**src/rtl/cmp_serial_1_1.sv**
```systemverilog
// Bit-serial magnitude comparator: consumes one A/B bit pair per valid cycle and
// reports EQ/INEQ/GT/LT once WIDTH bits have been seen.
//
// Handshake: there is no backpressure. A bit pair is consumed on a rising edge
// only when the state is RUN, i_valid=1 and i_start=0. i_start is honoured in
// every state and always wins over i_valid.
module cmp_serial_1_1 #(
   parameter int WIDTH     = 8,
   parameter bit MSB_FIRST = 1'b1,
   parameter bit SIGNED    = 1'b0
) (
   input  logic                       i_clk,
   input  logic                       i_rst,
   input  logic                       i_start,
   input  logic                       i_valid,
   input  logic                       i_a,
   input  logic                       i_b,
   output logic                       o_busy,
   output logic                       o_done,
   output logic                       o_eq,
   output logic                       o_ineq,
   output logic                       o_gt,
   output logic                       o_lt,
   output logic [$clog2(WIDTH+1)-1:0] o_cnt,
   output logic [1:0]                 o_state
);

   localparam int CW = $clog2(WIDTH + 1);
   localparam logic [CW-1:0] LAST     = CW'(WIDTH - 1);
   localparam logic [CW-1:0] SIGN_IDX = MSB_FIRST ? '0 : LAST;

   typedef enum logic [1:0] {S_IDLE = 2'd0, S_RUN = 2'd1, S_FIN = 2'd2} state_t;
   typedef enum logic [1:0] {D_EQ = 2'd0, D_GT = 2'd1, D_LT = 2'd2} dec_t;

   state_t          r_state, w_state_nx;
   dec_t            r_dec, w_dec_nx, w_dec_bit;
   logic [CW-1:0]   r_cnt, w_cnt_nx;
   logic            r_busy, r_done, r_eq, r_ineq, r_gt, r_lt;
   logic            w_is_sign, w_take;

   // Sign bit flips which operand is "larger" when the bits differ.
   always_comb begin
      w_is_sign = SIGNED && (r_cnt == SIGN_IDX);
      w_take    = !MSB_FIRST || (r_dec == D_EQ);
      w_dec_bit = r_dec;
      if ((i_a != i_b) && w_take) begin
         w_dec_bit = (i_a ^ w_is_sign) ? D_GT : D_LT;
      end
   end

   always_comb begin
      w_state_nx = r_state;
      w_cnt_nx   = r_cnt;
      w_dec_nx   = r_dec;
      case (r_state)
         S_IDLE: begin
            if (i_start) begin
               w_state_nx = S_RUN;
               w_cnt_nx   = '0;
               w_dec_nx   = D_EQ;
            end
         end
         S_RUN: begin
            if (i_start) begin
               w_cnt_nx = '0;
               w_dec_nx = D_EQ;
            end else if (i_valid) begin
               w_cnt_nx = r_cnt + 1'b1;
               w_dec_nx = w_dec_bit;
               if (r_cnt == LAST) begin
                  w_state_nx = S_FIN;
               end
            end
         end
         S_FIN: begin
            if (i_start) begin
               w_state_nx = S_RUN;
               w_cnt_nx   = '0;
               w_dec_nx   = D_EQ;
            end else begin
               w_state_nx = S_IDLE;
            end
         end
         default: w_state_nx = S_IDLE;
      endcase
   end

   always_ff @(posedge i_clk) begin
      if (i_rst) begin
         r_state <= S_IDLE;
         r_cnt   <= '0;
         r_dec   <= D_EQ;
         r_busy  <= 1'b0;
         r_done  <= 1'b0;
         r_eq    <= 1'b0;
         r_ineq  <= 1'b0;
         r_gt    <= 1'b0;
         r_lt    <= 1'b0;
      end else begin
         r_state <= w_state_nx;
         r_cnt   <= w_cnt_nx;
         r_dec   <= w_dec_nx;
         r_busy  <= (w_state_nx == S_RUN);
         r_done  <= (w_state_nx == S_FIN);
         // Results load only on entry to FIN and hold otherwise.
         if (w_state_nx == S_FIN) begin
            r_eq   <= (w_dec_nx == D_EQ);
            r_ineq <= (w_dec_nx != D_EQ);
            r_gt   <= (w_dec_nx == D_GT);
            r_lt   <= (w_dec_nx == D_LT);
         end
      end
   end

   assign o_busy  = r_busy;
   assign o_done  = r_done;
   assign o_eq    = r_eq;
   assign o_ineq  = r_ineq;
   assign o_gt    = r_gt;
   assign o_lt    = r_lt;
   assign o_cnt   = r_cnt;
   assign o_state = r_state;

endmodule

```
**config.mk**
```make
export PLATFORM = sky130hd
export DESIGN_NAME = cmp_serial_1_1
export DESIGN_NICKNAME = d
export VERILOG_FILES = /design/src/rtl/cmp_serial_1_1.sv
export SDC_FILE = /design/constraint.sdc
export NUM_CORES = 1
export LEC_CHECK = 0
export ABC_AREA = 1
export BUFFER_PORTS_ARGS = -buffer_cell sky130_fd_sc_hd__buf_2
export CAP_MARGIN = 20
export CORE_MARGIN = 2
export CORE_UTILIZATION = 45
export CTS_CLUSTER_SIZE = 28
export DETAILED_ROUTE_END_ITERATION = 8
export PLACE_DENSITY_LB_ADDON = 0.3
export RECOVER_POWER = 100
export REMOVE_ABC_BUFFERS = 1
export SYNTH_ARGS = -nofsm -noshare
export SYNTH_HDL_FRONTEND = slang
export SYNTH_SLANG_ARGS = --single-unit
```
**constraint.sdc**
```tcl
create_clock -name i_clk -period 2.8 [get_ports i_clk]
set_clock_uncertainty 0.15 [all_clocks]
set_input_delay 0.14 -clock i_clk [delete_from_list [all_inputs] [get_ports i_clk]]
set_output_delay 0.14 -clock i_clk [all_outputs]
set_load 0.005 [all_outputs]
```
==> results of run 1 <==
## per-layer routing
layer  vias up  share of wire (%)  routed length [µm]
li1        332                  -                   -
met1       259                 48                 606
met2         9                 49                 613
met3         0                3.2                  40
met4         0                  0                   0
met5         -                  0                   0
## cell families after synthesis
group	synth area share, %
fa+ha+maj	1.71
compound gates	10.5
buf+inv	9.78
simple gates	39.6
flops	38.4
## synth_stat cells
cell type / instances / area share, %
nand2_4: 3 / 4.6
nor2_1: 10 / 5.1
nor2_4: 2 / 3.1
inv_1: 9 / 4.6
nor2_8: 1 / 2.7
nor2_2: 1 / 0.86
nand2_2: 5 / 4.3
nand3_4: 1 / 2.4
a21oi_1: 5 / 3.4
inv_2: 4 / 2.1
nand3_1: 3 / 2.1
a21oi_2: 1 / 1.2
nand3_2: 2 / 2.7
nand4_1: 1 / 0.86
nand2_1: 21 / 11
buf_6: 2 / 3.1
ha_1: 1 / 1.7
dfxtp_1: 14 / 38
o21ai_0: 5 / 3.4
o21ai_1: 1 / 0.69
a31oi_1: 2 / 1.7
## layout make-up
type,count,area (µm²)
clock buffers,3,22.5
fillers,163,719
inverters,13,48.8
multi-input cells,65,325
flip-flops and latches,14,280
well taps,16,20.0
repair buffers,18,90.1
## tightest hold or removal path: stages
cell and delay [ns]:
buf_2 0.10, inv_1 0.04, nand3_2 0.08, a21oi_1 0.06
## metrics by stage
step | setup WS (ns) | hold WS, ns | util [%]
6_report | 0.945 | 0.0375 | 52.2
3_3_place_gp | 1.33 | 0.268 | 53.9
5_1_grt | 0.769 | 0.0571 | 52.2
4_1_cts | 1.27 | 0.0310 | 56.1
3_5_place_dp | 1.29 | 0.268 | 53.9
2_1_floorplan | 1.35 | 0.0524 | -
## registers in the layout, summed over array words and instances, names as in the netlist
signal / cells
o_eq: 1
o_done: 1
o_state: 2
r_dec: 2
o_lt: 1
o_gt: 1
o_busy: 1
o_ineq: 1
o_cnt: 4
## repair_timing
| action | in CTS | in global routing |
|---|---|---|
| endpoints found under the hold margin | 5 | 0 |
| endpoints found under the setup margin | 0 | 0 |
| gates resized for setup | 0 | 0 |
| hold buffers | 1 | 0 |
## power groups by stage
stage          registers (mW)  clock network [mW]  logic (mW)
2_1_floorplan           0.211                   0      0.0192
3_3_place_gp            0.211                   0      0.0317
3_5_place_dp            0.211                   0      0.0322
4_1_cts                 0.206               0.112      0.0334
5_1_grt                 0.206               0.120      0.0333
6_report                0.206               0.106      0.0296
## worst min path at each step
stage	end	slack, ns	start
floorplan	o_lt	0.05	i_rst
global placement	o_lt	0.27	i_rst
detailed placement	o_lt	0.27	i_rst
CTS	r_dec[1]	0.03	i_a
global route	r_dec[1]	0.06	i_a
finish	r_dec[1]	0.04	i_a
==> key figures, run 1 <==
Setup path
  • Buffer and inverter count on the worst path: 2
  • Worst Setup SP: o_cnt[0]
  • Crit path required time: 2.82 ns
  • Critical path depth: 10
  • Worst R2R Start: o_cnt[0]
  • Crit. End Element: flip-flop
  • CP Class: reg -> reg
  • Worst path top cell family by delay: simple AND/OR/NAND/NOR gates
  • R2R depth: 10
  • Crit Path Max Fanout: 5
  • Crit path to: o_ineq
  • Reg2Reg Setup Slack: ~0.94 ns
  • Worst path cell trace: ha_1, nand2_1, nor2_1, nand2_4, nor2_1, inv_1, nand2_2, nand3_1, nand2_1, inv_1
  • CP Data Arrival Time: roughly 1.9 ns
  • Slowest stage cell, crit path: dfxtp_1
  • Reg2reg end: o_ineq
  • Max stage delay on crit path: 0.39 ns
  • Critical path launch point type: flip-flop

Placement
  • Input/output buffers: 17
  • Final Wtd Congestion: between 0.8 and 0.9
  • Placed cells: ~130
  • Placed Area: between 800 and 900 µm²
  • Dpl hpwl: between 1000 and 1500 µm

Clocking
  • CTS Root Cell: clkbuf_4
  • Post-CTS Setup Bufs: 0
  • Clock Path Buffers: 2
  • Clock latency on the worst-skew pair: about 0.27 ns
  • Reg clk slew, reported paths: around 0.08 ns
  • CTS H-tree lvls: 1
  • CTS tree: done
  • Clk sinks: 14
  • Total CTS buffers: 3

Timing
  • Fmax achieved: 0.539 GHz
  • Max-slew violation count: 0
  • Slew HR: between 70 and 80%
  • RSZ-0062 raised after global routing: false
  • Final setup fails: 0
  • Final min period: 1.86 ns
  • Final worst path period share: approximately 66%
  • Worst Tran Pin Value: between 0.3 and 0.4 ns
  • Hold Vio Cnt, Final: 0
  • Total negative slack: 0 ns

Finish
  • Most frequent cells in the layout: nand2_1 (24), dfxtp_1 (14), nor2_1 (13), buf_2 (13), inv_1 (10)
  • Commonest non-fill, non-tap cell in the layout: nand2_1
  • Nets: ~120
  • Ant diodes: 0
  • Area delta synth->final: 7.89%
  • Non-filler instance count after layout: 129
  • Layout cell share with drive strength beyond 1: a little under a quarter
  • Final instance area: around 790 µm²

Min path
  • Hold path cells: 4
  • Min-delay worst type: in -> reg

Die
  • Top-Level Pins: 18
  • Row count: 14
  • Die Height: between 40 and 50 µm
  • Die ar.: approximately 2000 µm²
  • Core Box Area: 1510 µm²
  • Die width: ~44 µm
  • Initial core utilization: between 40 and 50%

Power
  • Max rail drop VDD: 0.255 mV
  • Pint: 0.263 mW
  • Clock power share: a little under a third
  • Final Power: 0.342 mW
  • Sw Ratio: around 23%
  • Comb power frac: ~8.6%
  • Pleak: approximately 0.42 nW
  • PwrDens: about 430 nW/µm²
  • Reg power frac: 60.2%
  • Net switching power: 0.0786 mW

GRT
  • Largest net degree at the start of global routing: 11
  • GRT Util Overall: between 10% and 20%
  • Number of global-route vias before repair: between 500 and 600
  • Initial antenna violation count: 0
  • Grt met1 use: between 10% and 20%
  • Busiest layer in global routing: met2
  • Global-route wire length before repair: between 2000 and 2500 µm
  • M2 GR Usage: about 24%
  • Total global routing overflow: 0
  • Global-route met3 utilization: 2.45%

Detailed routing
  • Post-Route WL: 1260 µm
  • # DRC: 0
  • Final antenna-violating net count: 0
  • DR pass1 iterations: 4
  • Initial DRC count: 7
  • Via count: 600
  • Wirelength per Cell: 9.77 µm
  • Vias per cell: 4.65

Outcome
  • Run status: finished clean

Synthesis
  • Sequential element share of the synthesized area: about two fifths
  • Synth cell types: 21
  • Number of synthesized register bits: 14
  • Gate count after technology mapping: between 90 and 100
  • Area of the mapped netlist: roughly 730 µm²
  • Syn_area_per_cell: about 7.8 µm²
  • Ys Warns: 0

Run
  • Max-cap violation count: 0
No activity file was read; power rests on OpenSTA's default activity.
==> run 2: changes to the inputs <==
--- a/config.mk
+++ b/config.mk
@@ -5,11 +5,11 @@
 export SDC_FILE = /design/constraint.sdc
 export NUM_CORES = 1
 export LEC_CHECK = 0
-export ABC_AREA = 1
+export ABC_AREA = 0
 export BUFFER_PORTS_ARGS = -buffer_cell sky130_fd_sc_hd__buf_2
 export CAP_MARGIN = 20
 export CORE_MARGIN = 2
-export CORE_UTILIZATION = 45
+export CORE_UTILIZATION = 44
 export CTS_CLUSTER_SIZE = 28
 export DETAILED_ROUTE_END_ITERATION = 8
 export PLACE_DENSITY_LB_ADDON = 0.3
==> constraint.sdc (replaced) <==
create_clock -name i_clk -period 1.52 [get_ports i_clk]
set_clock_uncertainty 0.15 [all_clocks]
set_input_delay 0.076 -clock i_clk [delete_from_list [all_inputs] [get_ports i_clk]]
set_output_delay 0.076 -clock i_clk [all_outputs]
set_load 0.005 [all_outputs]
==> key figures, run 2 <==
Finish
  • Core Util, Final: around 70%
  • Layout cell share with drive strength beyond 1: roughly half
  • Final instance area: between 900 and 1000 µm²
  • Ant diodes: 0
  • Nets: around 100
  • Most frequent cells in the layout: buf_2 (17), dfxtp_1 (10), nor2_1 (8)
  • Layout fillers: ~120
  • Non-filler instance count after layout: around 110
  • Largest register FFs: 4
  • Area delta synth->final: 45.4%
  • Commonest non-fill, non-tap cell in the layout: buf_2

Synthesis
  • Gate count after technology mapping: between 60 and 70
  • Ys Warns: 0
  • Number of synthesized register bits: 14
  • Share of the synthesized area in the top cell type: between 40% and 50%
  • Ys async rst share: 0%
  • Most common cell in the netlist: dfxtp_1
  • Post-synth EDFFs: 0
  • Ys flop type: dfxtp_1
  • Leading area contributor after synthesis: dfxtp_1
  • Area of the mapped netlist: around 650 µm²
  • Commonest cells post-synth: dfxtp_1 (14), nor2_1 (8), o31ai_1 (4)
  • Synth cell types: 31
  • Sequential element share of the synthesized area: 42.9%
  • Syn_area_per_cell: around 10 µm²
  • Ranking of synthesized cells by area: dfxtp_1 (43%), nor2_1 (4.6%), o31ai_1 (4.6%), o311ai_0 (4.0%), nand4b_4 (3.6%)

Die
  • Die Height: 42.5 µm
  • Initial core utilization: between 40 and 50%
  • Top-Level Pins: 18
  • Row count: 13
  • Core Box Area: 1350 µm²
  • Die width: around 43 µm
  • Die ar.: 1810 µm²

Power
  • Comb power frac: a little over a tenth
  • Max rail drop VDD: between 0.8 and 0.9 mV
  • Sw Ratio: roughly a quarter
  • Pint: 0.555 mW
  • Final Power: 0.730 mW
  • Clock power share: between 30% and 40%
  • Pleak: 0.408 nW
  • PwrDens: approximately 770 nW/µm²
  • Reg power frac: 51.7%
  • Net switching power: roughly 0.17 mW

Detailed routing
  • Via count: between 600 and 700
  • Vias per cell: between 5 and 6
  • Wirelength per Cell: between 15 and 20 µm
  • Post-Route WL: ~1800 µm
  • Initial DRC count: 13
  • DR pass1 iterations: 4
  • Final antenna-violating net count: 0
  • # DRC: 0

Placement
  • Dpl hpwl: roughly 1100 µm
  • Placed Area: ~800 µm²
  • Final Wtd Congestion: ~0.7
  • Input/output buffers: 17
  • Placed cells: roughly 110

Timing
  • RSZ-0062 raised after global routing: true
  • Slew HR: 72.3%
  • Hold Vio Cnt, Final: 0
  • Final min period: between 1.5 and 2 ns
  • Worst Tran Pin Value: 0.415 ns
  • Max-slew violation count: 0
  • Final worst path period share: approximately 100%
  • Fmax achieved: roughly 0.66 GHz
  • Total negative slack: 0 ns
  • Final setup fails: 0

Clocking
  • Clk sinks: 14
  • Clock latency on the worst-skew pair: roughly 0.28 ns
  • Total CTS buffers: 3
  • CTS Root Cell: clkbuf_4
  • CTS H-tree lvls: 1
  • Post-CTS Setup Bufs: 0
  • Reg clk slew, reported paths: ~0.09 ns
  • Clock Path Buffers: 2
  • CTS tree: done

Setup path
  • Worst R2R Start: o_state[0]
  • Reg2Reg Setup Slack: about 0.0019 ns
  • Crit Path Max Fanout: 6
  • Worst Setup SP: o_state[0]
  • Critical path launch point type: flip-flop
  • CP Data Arrival Time: 1.59 ns
  • Reg2reg end: o_cnt[2]
  • CP Class: reg -> reg
  • Crit path required time: between 1.5 and 2 ns
  • Crit. End Element: flip-flop
  • R2R depth: 4

GRT
  • GRT Util Overall: between 10% and 20%
  • Number of global-route vias before repair: approximately 550
  • Initial antenna violation count: 0
  • Global-route wire length before repair: around 2400 µm
  • Largest net degree at the start of global routing: 14
  • Total global routing overflow: 0

Min path
  • Hold path cells: 3
  • Hold endpoint: o_state[0]
  • Hold Startpoint: i_start
  • Min-delay worst type: in -> reg

Run
  • Max-cap violation count: 0

Outcome
  • Run status: finished clean
## run 2: cell count changes in the layout (fill, tap and decap cells not counted), sizes merged, moves of 5 or more
cell,change
nand2,-27
buf,+11
inv,-11
nor2,-6
nand3,-5
o21ai,-5
## run 2: worst max-delay path: stages (launching register included)
cell	delay (ns)
dfxtp_2	0.36
clkbuf_1	0.20
a21oi_1	0.17
or3_1	0.42
a21oi_2	0.15
## run 2: through the flow
| step | worst slack (ns) | hold WS, ns |
|---|---|---|
| 2_1_floorplan | -0.365 | -0.00493 |
| 3_3_place_gp | -0.129 | 0.267 |
| 3_5_place_dp | -0.147 | 0.272 |
| 4_1_cts | -0.0369 | 0.0146 |
| 5_1_grt | -0.0941 | 0.0923 |
| 6_report | 0.00190 | 0.0235 |
## run 2: layout make-up
| cell class | instances | area, µm² | area share, % |
|---|---|---|---|
| Inverter | 2 | 7.51 | 0.791 |
| Timing Repair Buffer | 30 | 174 | 18.3 |
| Multi-Input combinational cell | 46 | 428 | 45.1 |
| Tap cell | 15 | 18.8 | 1.98 |
| Sequential cell | 14 | 285 | 30.0 |
| Clock buffer | 4 | 36.3 | 3.82 |
## run 2: how the worst max path moves through the flow
| stage | cells past startpoint | to | slack (ns) |
|---|---|---|---|
| 2_1_floorplan | 3 | o_lt | -0.37 |
| 3_3_place_gp | 4 | o_ineq | -0.13 |
| 3_5_place_dp | 4 | o_ineq | -0.15 |
| 4_1_cts | 4 | o_ineq | -0.04 |
| 5_1_grt | 4 | o_cnt[2] | -0.09 |
| 6_report | 4 | o_cnt[2] | 0.002 |
## run 2: timing repair
action | 4_1_cts | 5_1_grt
pin swaps | 5 | 4
hold buffers | 1 | 0
setup endpoints to repair | 4 | 6
resized for setup | 8 | 16
cloned | 0 | 1
hold endpoints to repair | 8 | 0
## run 2: metal layers
layer | up-vias | global-route usage, % | share of wire (%)
li1 | 325 | - | -
met1 | 298 | 21.2 | 45
met2 | 24 | 29.2 | 47
met3 | 6 | 7.76 | 5.6
met4 | 0 | 7.50 | 3.0
met5 | - | 0 | 0
## run 2: kinds of logic after synthesis
group	count (synthesis)	share of synthesized area (%)
AOI/OAI and AO/OA	22	28.0
adders and majority gates	1	1.92
and+or+nand+nor	23	23.0
buffers and inverters	5	4.21
DFF	14	42.9
## run 2: power groups by stage
stage	Sequential [mW]	Clock, mW	Combinational [mW]
6_report	0.377	0.273	0.0801
3_5_place_dp	0.384	0	0.0671
3_3_place_gp	0.384	0	0.0654
2_1_floorplan	0.387	0	0.0275
4_1_cts	0.377	0.274	0.0707
5_1_grt	0.378	0.297	0.0868
==> run 3: changes to the inputs <==
==> constraint.sdc (replaced) <==
create_clock -name i_clk -period 1.52 [get_ports i_clk]
set_clock_uncertainty 0.15 [all_clocks]
set_input_delay 0.076 -clock i_clk [delete_from_list [all_inputs] [get_ports i_clk]]
set_output_delay 0.076 -clock i_clk [all_outputs]
set_load 0.01 [all_outputs]
==> key figures, run 3 (same netlist as run 2, synthesis figures left out) <==
Finish
  • Layout cell share with drive strength beyond 1: a little under half
  • Commonest non-fill, non-tap cell in the layout: buf_2
  • Nets: between 100 and 150
  • Largest register FFs: 4
  • Most frequent cells in the layout: buf_2 (12), dfxtp_1 (10), nor2_1 (8), clkbuf_1 (8), buf_4 (7)
  • Core Util, Final: a little over two thirds
  • Ant diodes: 0
  • Area delta synth->final: 44.6%

Clocking
  • Clk sinks: 14
  • CTS Root Cell: clkbuf_4
  • Reg clk slew, reported paths: about 0.080 ns
  • CTS tree: done
  • Total CTS buffers: 3
  • CTS H-tree lvls: 1
  • Clock latency on the worst-skew pair: ~0.28 ns
  • Clock Path Buffers: 2
  • Post-CTS Setup Bufs: 0

Timing
  • Hold Vio Cnt, Final: 0
  • Worst Tran Pin Value: 0.360 ns
  • Max-slew violation count: 0
  • Fmax achieved: about 0.66 GHz
  • RSZ-0062 raised after global routing: true
  • Final worst path period share: between 90% and 100%
  • Final setup fails: 0
  • Slew HR: 76.0%
  • Final min period: roughly 1.5 ns
  • Setup ws final: 0.00504 ns

Setup path
  • Crit path required time: about 1.6 ns
  • Crit. End Element: flip-flop
  • Worst R2R Start: o_state[0]
  • Crit Path Max Fanout: 6
  • CP Class: reg -> reg
  • Worst Setup SP: o_state[0]
  • Critical path launch point type: flip-flop
  • CP Data Arrival Time: roughly 1.6 ns

Die
  • Top-Level Pins: 18
  • Die Height: approximately 43 µm
  • Die width: 42.5 µm
  • Die ar.: 1810 µm²
  • Row count: 13
  • Core Box Area: about 1400 µm²
  • Initial core utilization: 48.4%

Power
  • Pleak: approximately 0.39 nW
  • PwrDens: slightly below 800 nW/µm²
  • Max rail drop VDD: ~0.86 mV

Detailed routing
  • Via count: 660
  • Post-Route WL: 1780 µm
  • # DRC: 0
  • Vias per cell: between 5 and 6
  • DR pass1 iterations: 4
  • Final antenna-violating net count: 0
  • Initial DRC count: 13
  • Wirelength per Cell: around 16 µm

GRT
  • Number of global-route vias before repair: 548
  • GRT Util Overall: a little under a fifth
  • Largest net degree at the start of global routing: 14
  • M2 GR Usage: between 20% and 30%
  • Global-route met3 utilization: 7.76%
  • Grt met1 use: 21.2%
  • Total global routing overflow: 0
  • Initial antenna violation count: 0
  • Busiest layer in global routing: met2
  • Global-route wire length before repair: between 2000 and 2500 µm

Placement
  • Input/output buffers: 17
  • Final Wtd Congestion: between 0.7 and 0.8
  • Dpl hpwl: ~1100 µm
  • Setup WS pre-CTS: -0.147 ns

Min path
  • Min-delay worst type: in -> reg
  • Hold Startpoint: i_start

Outcome
  • Run status: finished clean

Run
  • Max-cap violation count: 0
run 3: cell types whose count changed in the layout (fill, tap and decap cells not counted), sizes merged:
cell    change
buf         -4
clkbuf      +4
run 3: worst max-delay path, cell delays in order (launching register included):
cell,delay (ns)
dfxtp_2,0.36
clkbuf_1,0.20
a21oi_1,0.17
or3_1,0.42
a21oi_2,0.15
run 3: per-stage QoR:
step                      hold WS [ns]  power (mW)  cells  setup TNS (ns)  instance area [µm²]
after floorplan               -0.00493       0.416     62           -2.79                  633
after global routing            0.0923       0.764    111          -0.255                  945
after global placement           0.267       0.452    105          -0.449                  820
final                           0.0229       0.731    111               0                  945
after detailed placement         0.272       0.453    105          -0.535                  820
after CTS                       0.0146       0.724    110          -0.112                  896
run 3: layer usage:
metal | share of wire [%] | vias up | routed length [µm]
met5 | 0 | - | 0
met4 | 3.9 | 0 | 70
met3 | 6.2 | 8 | 110
met2 | 46 | 24 | 819
met1 | 44 | 304 | 783
li1 | - | 324 | -
run 3: worst paths after layout:
| check | end | slack, ns | depth (start not counted) |
|---|---|---|---|
| worst min-delay path | o_state[0] | 0.02 | 3 |
| worst max-delay path | o_cnt[2] | 0.005 | 4 |
| worst min register to register | o_eq | 0.37 | 2 |
| worst max register to register | o_cnt[2] | 0.005 | 4 |
run 3: power by group:
group | switching (mW) | total (mW) | internal, mW | leakage [nW]
Sequential | 0.00458 | 0.377 | 0.373 | 0.115
Clock | 0.127 | 0.273 | 0.146 | 0.0210
Combinational | 0.0451 | 0.0814 | 0.0363 | 0.255
run 3: repair_timing:
| item | CTS | global route |
|---|---|---|
| resized for setup | 8 | 16 |
| hold buffers | 1 | 0 |
| pin swaps | 5 | 4 |
| hold endpoints to repair | 8 | 0 |
| endpoints found under the setup margin | 4 | 6 |
| cloned | 0 | 1 |
run 3: layout make-up:
| type | instances | area, µm² |
|---|---|---|
| multi-input combinational | 46 | 428 |
| sequential | 14 | 285 |
| fill | 120 | 405 |
| clock buffer | 4 | 36.3 |
| inverter | 2 | 7.51 |
| timing repair buffer | 30 | 169 |
| tap | 15 | 18.8 |
